**config.mk**
```make
export PLATFORM = sky130hd
export DESIGN_NAME = ysyx_23060184_ifu
export DESIGN_NICKNAME = d
export VERILOG_FILES = /design/src/rtl/ysyx_23060184_ifu.sv
export SDC_FILE = /design/constraint.sdc
export NUM_CORES = 1
export LEC_CHECK = 0
export CAP_MARGIN = 5
export CORE_UTILIZATION = 30
export DETAILED_ROUTE_END_ITERATION = 10
export MAX_ROUTING_LAYER = met4
export PLACE_DENSITY_LB_ADDON = 0.25
export REMOVE_ABC_BUFFERS = 1
export SYNTH_ARGS = -nofsm -noshare
export SYNTH_HDL_FRONTEND = slang
export SYNTH_SLANG_ARGS = --single-unit
```
**constraint.sdc**
```tcl
create_clock -name clk -period 2.41 [get_ports clk]
set_clock_uncertainty 0.15 [all_clocks]
set_input_delay 0.3615 -clock clk [delete_from_list [all_inputs] [get_ports clk]]
set_output_delay 0.3615 -clock clk [all_outputs]
set_load 0.02 [all_outputs]
```
**src/rtl/ysyx_23060184_ifu.sv**
```systemverilog
// Instruction fetch unit: holds the PC and fetches one instruction at a time over AR/R.
// It then hands the instruction to decode and accepts the next PC once decode has taken it.
`timescale 1ns/1ps
module ysyx_23060184_ifu #(
  parameter int                    DATA_WIDTH = 32,
  parameter logic [DATA_WIDTH-1:0] RESET_PC   = 32'h8000_0000
) (
  input  logic                  clk,
  input  logic                  resetn,
  input  logic                  npc_valid,
  input  logic [DATA_WIDTH-1:0] npc,
  output logic                  npc_ready,
  output logic                  imem_arvalid,
  output logic [DATA_WIDTH-1:0] imem_araddr,
  input  logic                  imem_arready,
  input  logic                  imem_rvalid,
  input  logic [DATA_WIDTH-1:0] imem_rdata,
  input  logic [1:0]            imem_rresp,
  output logic                  imem_rready,
  output logic                  inst_valid,
  input  logic                  inst_ready,
  output logic [DATA_WIDTH-1:0] inst,
  output logic [DATA_WIDTH-1:0] pc,
  output logic                  fetch_fault,
  output logic [31:0]           fetch_cnt
);

  typedef enum logic [2:0] {
    S_BOOT,
    S_REQ,
    S_WAIT,
    S_HOLD,
    S_NEXT
  } state_t;

  state_t state, state_nxt;
  logic   misaligned;

  assign misaligned  = |pc[1:0];
  assign imem_araddr = pc;

  always_ff @(posedge clk or negedge resetn) begin
    if (!resetn) begin
      state <= S_BOOT;
    end else begin
      state <= state_nxt;
    end
  end

  // Handshake outputs depend only on registered state and pc, never on inputs.
  always_comb begin
    state_nxt    = state;
    imem_arvalid = 1'b0;
    imem_rready  = 1'b0;
    inst_valid   = 1'b0;
    npc_ready    = 1'b0;
    unique case (state)
      S_BOOT: state_nxt = S_REQ;
      S_REQ: begin
        imem_arvalid = !misaligned;
        if (misaligned) begin
          state_nxt = S_HOLD;
        end else if (imem_arready) begin
          state_nxt = S_WAIT;
        end
      end
      S_WAIT: begin
        imem_rready = 1'b1;
        if (imem_rvalid) begin
          state_nxt = S_HOLD;
        end
      end
      S_HOLD: begin
        inst_valid = 1'b1;
        if (inst_ready) begin
          state_nxt = S_NEXT;
        end
      end
      S_NEXT: begin
        npc_ready = 1'b1;
        if (npc_valid) begin
          state_nxt = S_REQ;
        end
      end
      default: state_nxt = S_BOOT;
    endcase
  end

  always_ff @(posedge clk or negedge resetn) begin
    if (!resetn) begin
      pc          <= RESET_PC;
      inst        <= '0;
      fetch_fault <= 1'b0;
      fetch_cnt   <= '0;
    end else begin
      if (state == S_REQ && misaligned) begin
        inst        <= '0;
        fetch_fault <= 1'b1;
      end
      // A bus error delivers a zero instruction so decode never sees garbage.
      if (imem_rready && imem_rvalid) begin
        fetch_fault <= |imem_rresp;
        inst        <= (|imem_rresp) ? '0 : imem_rdata;
      end
      if (inst_valid && inst_ready) begin
        fetch_cnt <= fetch_cnt + 32'd1;
      end
      if (npc_ready && npc_valid) begin
        pc          <= npc;
        fetch_fault <= 1'b0;
      end
    end
  end

endmodule

```
Word level (Yosys, flattened, before mapping)
Index checks and enable logic that the tools add are counted.

Logic and storage cells: 41. Output and inout port bits: 133. Input port bits: 72. RAM bits: 0. Memory bits (read-only): 0. Bits in latches: 0. Bits in registers: 100. Memories kept: 0.

Bitwise logic cells: 0. Reductions and logical operators: 11. $mul: 0. Div/mod/pow operators: 0. Shift operators: 0. Equality and inequality tests: 8. $lt $le $gt $ge: 0. Mux-type cells: 16. Add/subtract/negate cells: 1.

Operators with widths (number): two-way mux 32 bit (3); adder 32 x 1 -> 32 bit (second input constant) (1); two-way mux 3 bit (5); one-hot mux 3 bit (5 select lines) (1); two-way mux 1 bit (7); == test 3 x 2 -> 1 bit (second input constant) (2); != test 2 bit (second input constant) (3); logical AND 1 bit (4); AND reduction 4 bit (1); OR reduction 2 bit (2); == test 3 x 1 -> 1 bit (second input constant) (1); == test 3 bit (second input constant) (1); zero test 3 bit (1); != test 3 bit (second input constant) (1); nonzero test 3 bit (1); nonzero test 2 bit (1); zero test 1 bit (1).

Longest topological paths before layout
Gate-level depths: netlist (run 1).

Depth after elaboration: 5. Depth in mapped cells: 7. Depth with buffers taken out: 5.

Least setup slack after synthesis (run 1)
No wires, ideal clock.

Path kind: register -> register. Start point: register fetch_cnt[8]. End point: register fetch_cnt[17]. Setup time: 0.130 ns. Path buffers: 0. Clock period less this slack: 1.868 ns. Stages on the path, launching flop included: 6. Data arrival time: 1.588 ns. Setup slack: 0.542 ns. Required time: 2.130 ns. Cells stage by stage: dfrtp_1 and4_1 nand3_2 nor3_2 nand4_1 xnor2_1.

Word-level cells in the longest chain between the ends: 1.

Ends and longest elaborated chain: from (decl) (line 25) `output logic [31:0] fetch_cnt`; from (signal assigned) (line 106) `fetch_cnt <= fetch_cnt + 32'd1;`; adder 32 x 1 -> 32 bit (line 106).

Every way passes these cells. A chain may end at the register's enable or synchronous reset.

Worst setup path after layout (run 1)
Start point: register state[1]. End point: output npc_ready.

Word-level cells in the longest chain between the ends: 2.

Ends and longest elaborated chain: from (decl) (line 36) `state_t state, state_nxt;`; from (signal assigned) (line 46) `state <= state_nxt;`; == test 3 bit (line 57) `unique case (state)`; two-way mux 1 bit (line 57); to (decl) (line 12) `output logic npc_ready,`.

Every way passes these cells.

==> flow_metrics.tcl, run 1 <==
set metrics [dict create \
    cts_tree "built" \
    setup_ws_ns 0.113 \
    nets 583 \
    fin_crit_ns 2.30 \
    synth_top_area_share 0.579 \
    rows 43 \
    drt-pass1-iter-count 4 \
    seqPwrFrac 0.347 \
    final_antenna_net_count 0 \
    clk_latency_ns 0.34 \
    cts.sinks 100 \
    crit_slowest_cell "clkdlybuf4s50_1" \
    design_area_um2 6640 \
    power.switching_w 0.00271 \
    clk_pin_slew_ns 0.07 \
    cts_buffers 9 \
    root_buffer "clkbuf_16" \
    worst_pin_slew_ns 0.612 \
    power_density_nw_per_um2 1130 \
    yosysWarnings 0 \
    gp_congestion 0.768 \
    fp.dieH_um 121 \
    num_io_pins 205 \
    min_period_over_period 0.953 \
    synth_top_cell_by_area "dfrtp_1" \
    p_int_w 0.00479 \
    grt_pass1_wl_um 16700 \
    avgSynthCellArea_um2 13.0 \
    yosys_most_used_dff "dfrtp_1" \
    io_buffers 204 \
    critPathCaptureType "output port" \
    grt_max_degree 48 \
    hold_slack_ns 0.336 \
    maxSlewViolCount 0 \
    cts_post_setup_buffers_inserted 0 \
    h-tree-depth 3 \
    track_usage 0.151 \
    combPwrFrac 0.463 \
    critical_path_class "reg -> out" \
    remaining_drc_errors 0 \
    drive_above_1_share 0.125 \
    netlist_area_um2 4280 \
    status "complete, no violations" \
    ys_ff_latch 100 \
    syn2layout_area_growth_pct 55.2 \
    wl_per_cell_um 15.1 \
    setup_viol 0 \
    core_um2 13900 \
    relSlewSlack 0.592 \
    drv_cap 0 \
    place_area_um2 6330 \
    place_ws_ns 0.103 \
    synthArstFlopShare 1.00 \
    multi_input_area_um2 1450 \
    vdd_drop_max_mv 0.713 \
    synth_edf_count 0 \
    switching_share 0.361 \
    rsz0062_at_grt "false" \
    antenna_found_initial 0 \
    slowest_delay_ns 0.62 \
    fillers 1259 \
    start_util 0.308 \
    detail_route.iter0.violations 106 \
    yosysSeqAreaShare 0.585 \
    grt_pass1_vias 3303 \
    fin_tns_setup_ns 0 \
    p_clk_frac 0.190 \
    synth.most_common_cell "dfrtp_1" \
    hold_viol 0 \
    vias 3158 \
    viasPerCell 4.55 \
    dpl.hpwl_um 7770 \
    crit_arrival_ns 1.79 \
    drt_wl_total_um 10500 \
    grt_remaining_overflow 0 \
    ys_types 37 \
    seq_area_um2 2500 \
    cp_cell_sequence "nor2_1, nand2_1, inv_1, clkdlybuf4s50_1" \
    ys_top_cells_by_area "dfrtp_1 (58%), mux2_2 (8.4%), a22o_1 (6.6%)" \
    critPathRequiredTime_ns 1.90 \
    min_path_type "reg -> reg" \
    synth_common_cells "dfrtp_1 (99), a22o_1 (32), buf_4 (32), mux2_2 (32), xnor2_1 (25)" \
    cts_buffer_depth 2 \
    synthCells 329 \
    leakagePower_nw 2.87 \
    fp.dieW_um 121 \
    die_area_um2 14700 \
    critPathLaunchType "register" \
    critPathMaxFanout 10 \
    diodes 0 \
    fmax_ghz 0.435 \
]
==> power groups by stage <==
stage          logic [W]  clock network (W)  registers, W
2_1_floorplan   0.000714                  0       0.00346
3_3_place_gp     0.00348                  0       0.00262
3_5_place_dp     0.00351                  0       0.00262
4_1_cts          0.00351            0.00147       0.00262
5_1_grt          0.00365            0.00153       0.00269
6_report         0.00347            0.00142       0.00261
==> flip-flops by register name, indices dropped and copies added, names as in the netlist <==
register and flops:
fetch_cnt 32, imem_araddr 32, inst 32, state 3
fetch_fault 1
==> cells in the final DEF (no fill, tap or decap), drive strengths merged <==
master / Yosys / layout
clkinv: 0 / 1
inv: 3 / 3
a21oi: 1 / 1
buf: 41 / 11
xor2: 6 / 6
a22oi: 1 / 1
a22o: 32 / 32
clkbuf: 4 / 11
dfrtp: 99 / 99
ha: 1 / 1
mux2i: 1 / 1
clkinvlp: 0 / 2
nor2: 11 / 11
o21ai: 3 / 3
a32oi: 1 / 1
and3: 9 / 9
nand2b: 1 / 1
nor4: 2 / 2
and4b: 1 / 1
nand4b: 1 / 1
a21o: 1 / 1
and4: 3 / 3
bufinv: 0 / 1
dfstp: 1 / 1
a211oi: 1 / 1
nor4b: 1 / 1
clkdlybuf4s50: 0 / 202
xnor2: 25 / 25
and2b: 2 / 2
and2: 1 / 1
or3: 1 / 1
mux2: 32 / 32
dlygate4sd3: 0 / 1
nand2: 18 / 18
dlymetal6s2s: 0 / 1
nand4: 11 / 11
nand3: 13 / 13
nor3: 1 / 1
==> timing repair <==
action	CTS	global route
gates resized for setup	0	1
hold buffers	1	0
endpoints found under the hold margin	44	0
endpoints found under the setup margin	0	1
==> through the flow <==
step	util	total power (W)	instances
after floorplan	-	0.00418	284
after global placement	0.456	0.00611	678
after detailed placement	0.456	0.00613	678
after CTS	0.478	0.00761	694
after global routing	0.478	0.00787	694
final	0.478	0.00750	694
==> critical path, delay by kind of cell, from the launching register on <==
kind	cells	cell delay, ns
buffers and inverters	2	0.68
flip-flops	1	0.48
AND/OR/NAND/NOR	2	0.28
==> final cells by class <==
cell class | count | share of cell area
clock buffers | 11 | 0.0366
clock inverters | 4 | 0.00754
inverters | 3 | 0.00170
multi-input cells | 181 | 0.219
flip-flops and latches | 100 | 0.377
well taps | 180 | 0.0339
repair buffers | 215 | 0.324
==> cells by family (layout without fill, tap and decap cells) <==
kind of cell | count (synthesis) | in the layout | synth area share
xor+xnor | 31 | 31 | 0.0635
compound gates | 40 | 40 | 0.0775
simple gates | 76 | 76 | 0.107
buf+inv | 48 | 233 | 0.0772
mux | 33 | 33 | 0.0866
flops | 100 | 100 | 0.585
fa+ha+maj | 1 | 1 | 0.00293
==> final timing paths <==
kind / slack (ns) / endpoint / depth (start not counted) / start
max: 0.11 / npc_ready / 4 / state[1]
min: 0.34 / fetch_cnt[31] / 1 / fetch_cnt[31]
max reg2reg: 0.43 / fetch_cnt[17] / 7 / state[1]
min reg2reg: 0.34 / fetch_cnt[31] / 1 / fetch_cnt[31]
max in group asynchronous: 0.99 / inst[9] / 3 / resetn
min in group asynchronous: 0.44 / imem_araddr[27] / 2 / resetn
==> metal layers <==
layer | track usage | wire, µm | vias up
met3 | 0.0423 | 635 | 15
met4 | 0.0517 | 173 | 0
met1 | 0.194 | 4730 | 1540
met5 | - | 0 | -
li1 | - | - | 1489
met2 | 0.227 | 4930 | 114
(Power assumes the default switching activity.)
==> run 2: changes to the inputs <==
Settings changed: CAP_MARGIN 5 to 20.
Clock period 2.41 ns to 2.05 ns, I/O delays scaled along.
==> flow_metrics.tcl, run 2 (synthesized netlist as in run 1, its figures left out) <==
set metrics [dict create \
    maxSlewViolCount 0 \
    fmax_ghz 0.507 \
    final_cell_mix "clkdlybuf4s50_1 (199), dfrtp_1 (97), mux2_2 (32), a22o_1 (32), xnor2_1 (25)" \
    cts_post_setup_buffers_inserted 0 \
    drt-pass1-iter-count 4 \
    critical_path_class "reg -> out" \
    p_clk_frac 0.195 \
    min_period_over_period 0.961 \
    setup_viol 0 \
    grt_pass1_vias 3384 \
    seqPwrFrac 0.333 \
    nets 594 \
    fp.dieH_um 121 \
    fin_crit_ns 1.97 \
    cts_tree "built" \
    wl_per_cell_um 15.2 \
    vdd_drop_max_mv 0.960 \
    cts.sinks 100 \
    drv_cap 0 \
    start_util 0.308 \
    diodes 0 \
    place_ws_ns -0.180 \
    critPathLaunchType "register" \
    final_antenna_net_count 0 \
    num_io_pins 205 \
    rows 43 \
    setup_ws_ns 0.0795 \
    drive_above_1_share 0.148 \
    final_common_cell "clkdlybuf4s50_1" \
    grt_remaining_overflow 0 \
    track_usage 0.156 \
    power_w 0.00903 \
    crit_arrival_ns 1.51 \
    power_density_nw_per_um2 1330 \
    final_util 0.488 \
    switching_share 0.359 \
    status "complete, no violations" \
    worst_pin_slew_ns 0.382 \
    h-tree-depth 3 \
    relSlewSlack 0.745 \
    critPathCaptureType "output port" \
    detail_route.iter0.violations 100 \
    critPathRequiredTime_ns 1.59 \
    syn2layout_area_growth_pct 58.3 \
    die_area_um2 14700 \
    leakagePower_nw 2.95 \
    fin_tns_setup_ns 0 \
    drt_wl_total_um 10700 \
    min_path_type "in -> async" \
    core_um2 13900 \
    grt_max_degree 46 \
    io_buffers 204 \
    antenna_found_initial 0 \
    clk_pin_slew_ns 0.07 \
    gp_congestion 0.765 \
    remaining_drc_errors 0 \
    vias 3199 \
    dpl.hpwl_um 7910 \
    p_int_w 0.00578 \
    cts_buffer_depth 2 \
    power.switching_w 0.00324 \
    rsz0062_at_grt "false" \
    clk_latency_ns 0.35 \
    combPwrFrac 0.472 \
    grt_pass1_wl_um 16900 \
    fp.dieW_um 121 \
    hold_viol 0 \
    viasPerCell 4.53 \
    cts_buffers 9 \
    critPathMaxFanout 8 \
    root_buffer "clkbuf_16" \
]
==> run 2: cell types whose count changed in the layout (fill, tap and decap cells not counted), moves of 2 or more <==
cell | before | now
dfrtp_2 | 0 | 2
buf_12 | 2 | 5
dlygate4sd2_1 | 0 | 3
dfrtp_1 | 99 | 97
clkdlybuf4s50_1 | 202 | 199
buf_4 | 9 | 17
==> run 2: worst paths after layout <==
path,startpoint,to,slack [ns],cells after the start
setup / recovery,state[1],imem_arvalid,0.08,3
hold / removal,resetn,fetch_cnt[0],0.27,2
setup reg to reg,state[2],fetch_cnt[19],0.18,7
hold reg to reg,fetch_cnt[31],fetch_cnt[31],0.33,1
max in group asynchronous,resetn,inst[27],0.93,3
min in group clk,fetch_cnt[31],fetch_cnt[31],0.33,1
==> run 2: metal layers <==
| layer | GRT usage | vias to the layer above | wire, µm |
|---|---|---|---|
| met4 | 0.0517 | 0 | 142 |
| li1 | - | 1516 | - |
| met3 | 0.0555 | 10 | 685 |
| met2 | 0.248 | 110 | 5300 |
| met1 | 0.184 | 1563 | 4570 |
| met5 | - | - | 0 |
==> run 2: per-stage QoR <==
stage / hold slack [ns] / instances / instance area (µm²)
final: 0.270 / 706 / 6770
after global routing: 0.295 / 706 / 6770
after CTS: 0.280 / 706 / 6770
after detailed placement: 0.106 / 689 / 6450
after global placement: 0.107 / 689 / 6450
after floorplan: -0.138 / 284 / 3960
==> run 2: repair_timing <==
| item | in CTS | in global routing |
|---|---|---|
| setup endpoints to repair | 4 | 3 |
| hold buffers | 1 | 0 |
| hold endpoints to repair | 25 | 0 |
| resized for setup | 5 | 2 |
==> run 2: critical path: stages (launching register included) <==
cell and delay [ns]:
dfrtp_2 0.45, and2b_1 0.23, and3_1 0.15, clkdlybuf4s15_1 0.32
==> run 2: layout make-up <==
type	instances	area [µm²]
fill	1264	7110
sequential	100	2510
timing repair buffer	226	2270
multi-input combinational	181	1450
clock buffer	12	256
tap	180	225
clock inverter	4	55.1
inverter	3	11.3
==> run 2: power groups by stage <==
stage	logic [W]	registers (W)	clock network (W)
after floorplan	0.000839	0.00407	0
after global placement	0.00430	0.00302	0
after detailed placement	0.00433	0.00302	0
after CTS	0.00431	0.00301	0.00182
after global routing	0.00449	0.00309	0.00190
final	0.00426	0.00300	0.00176
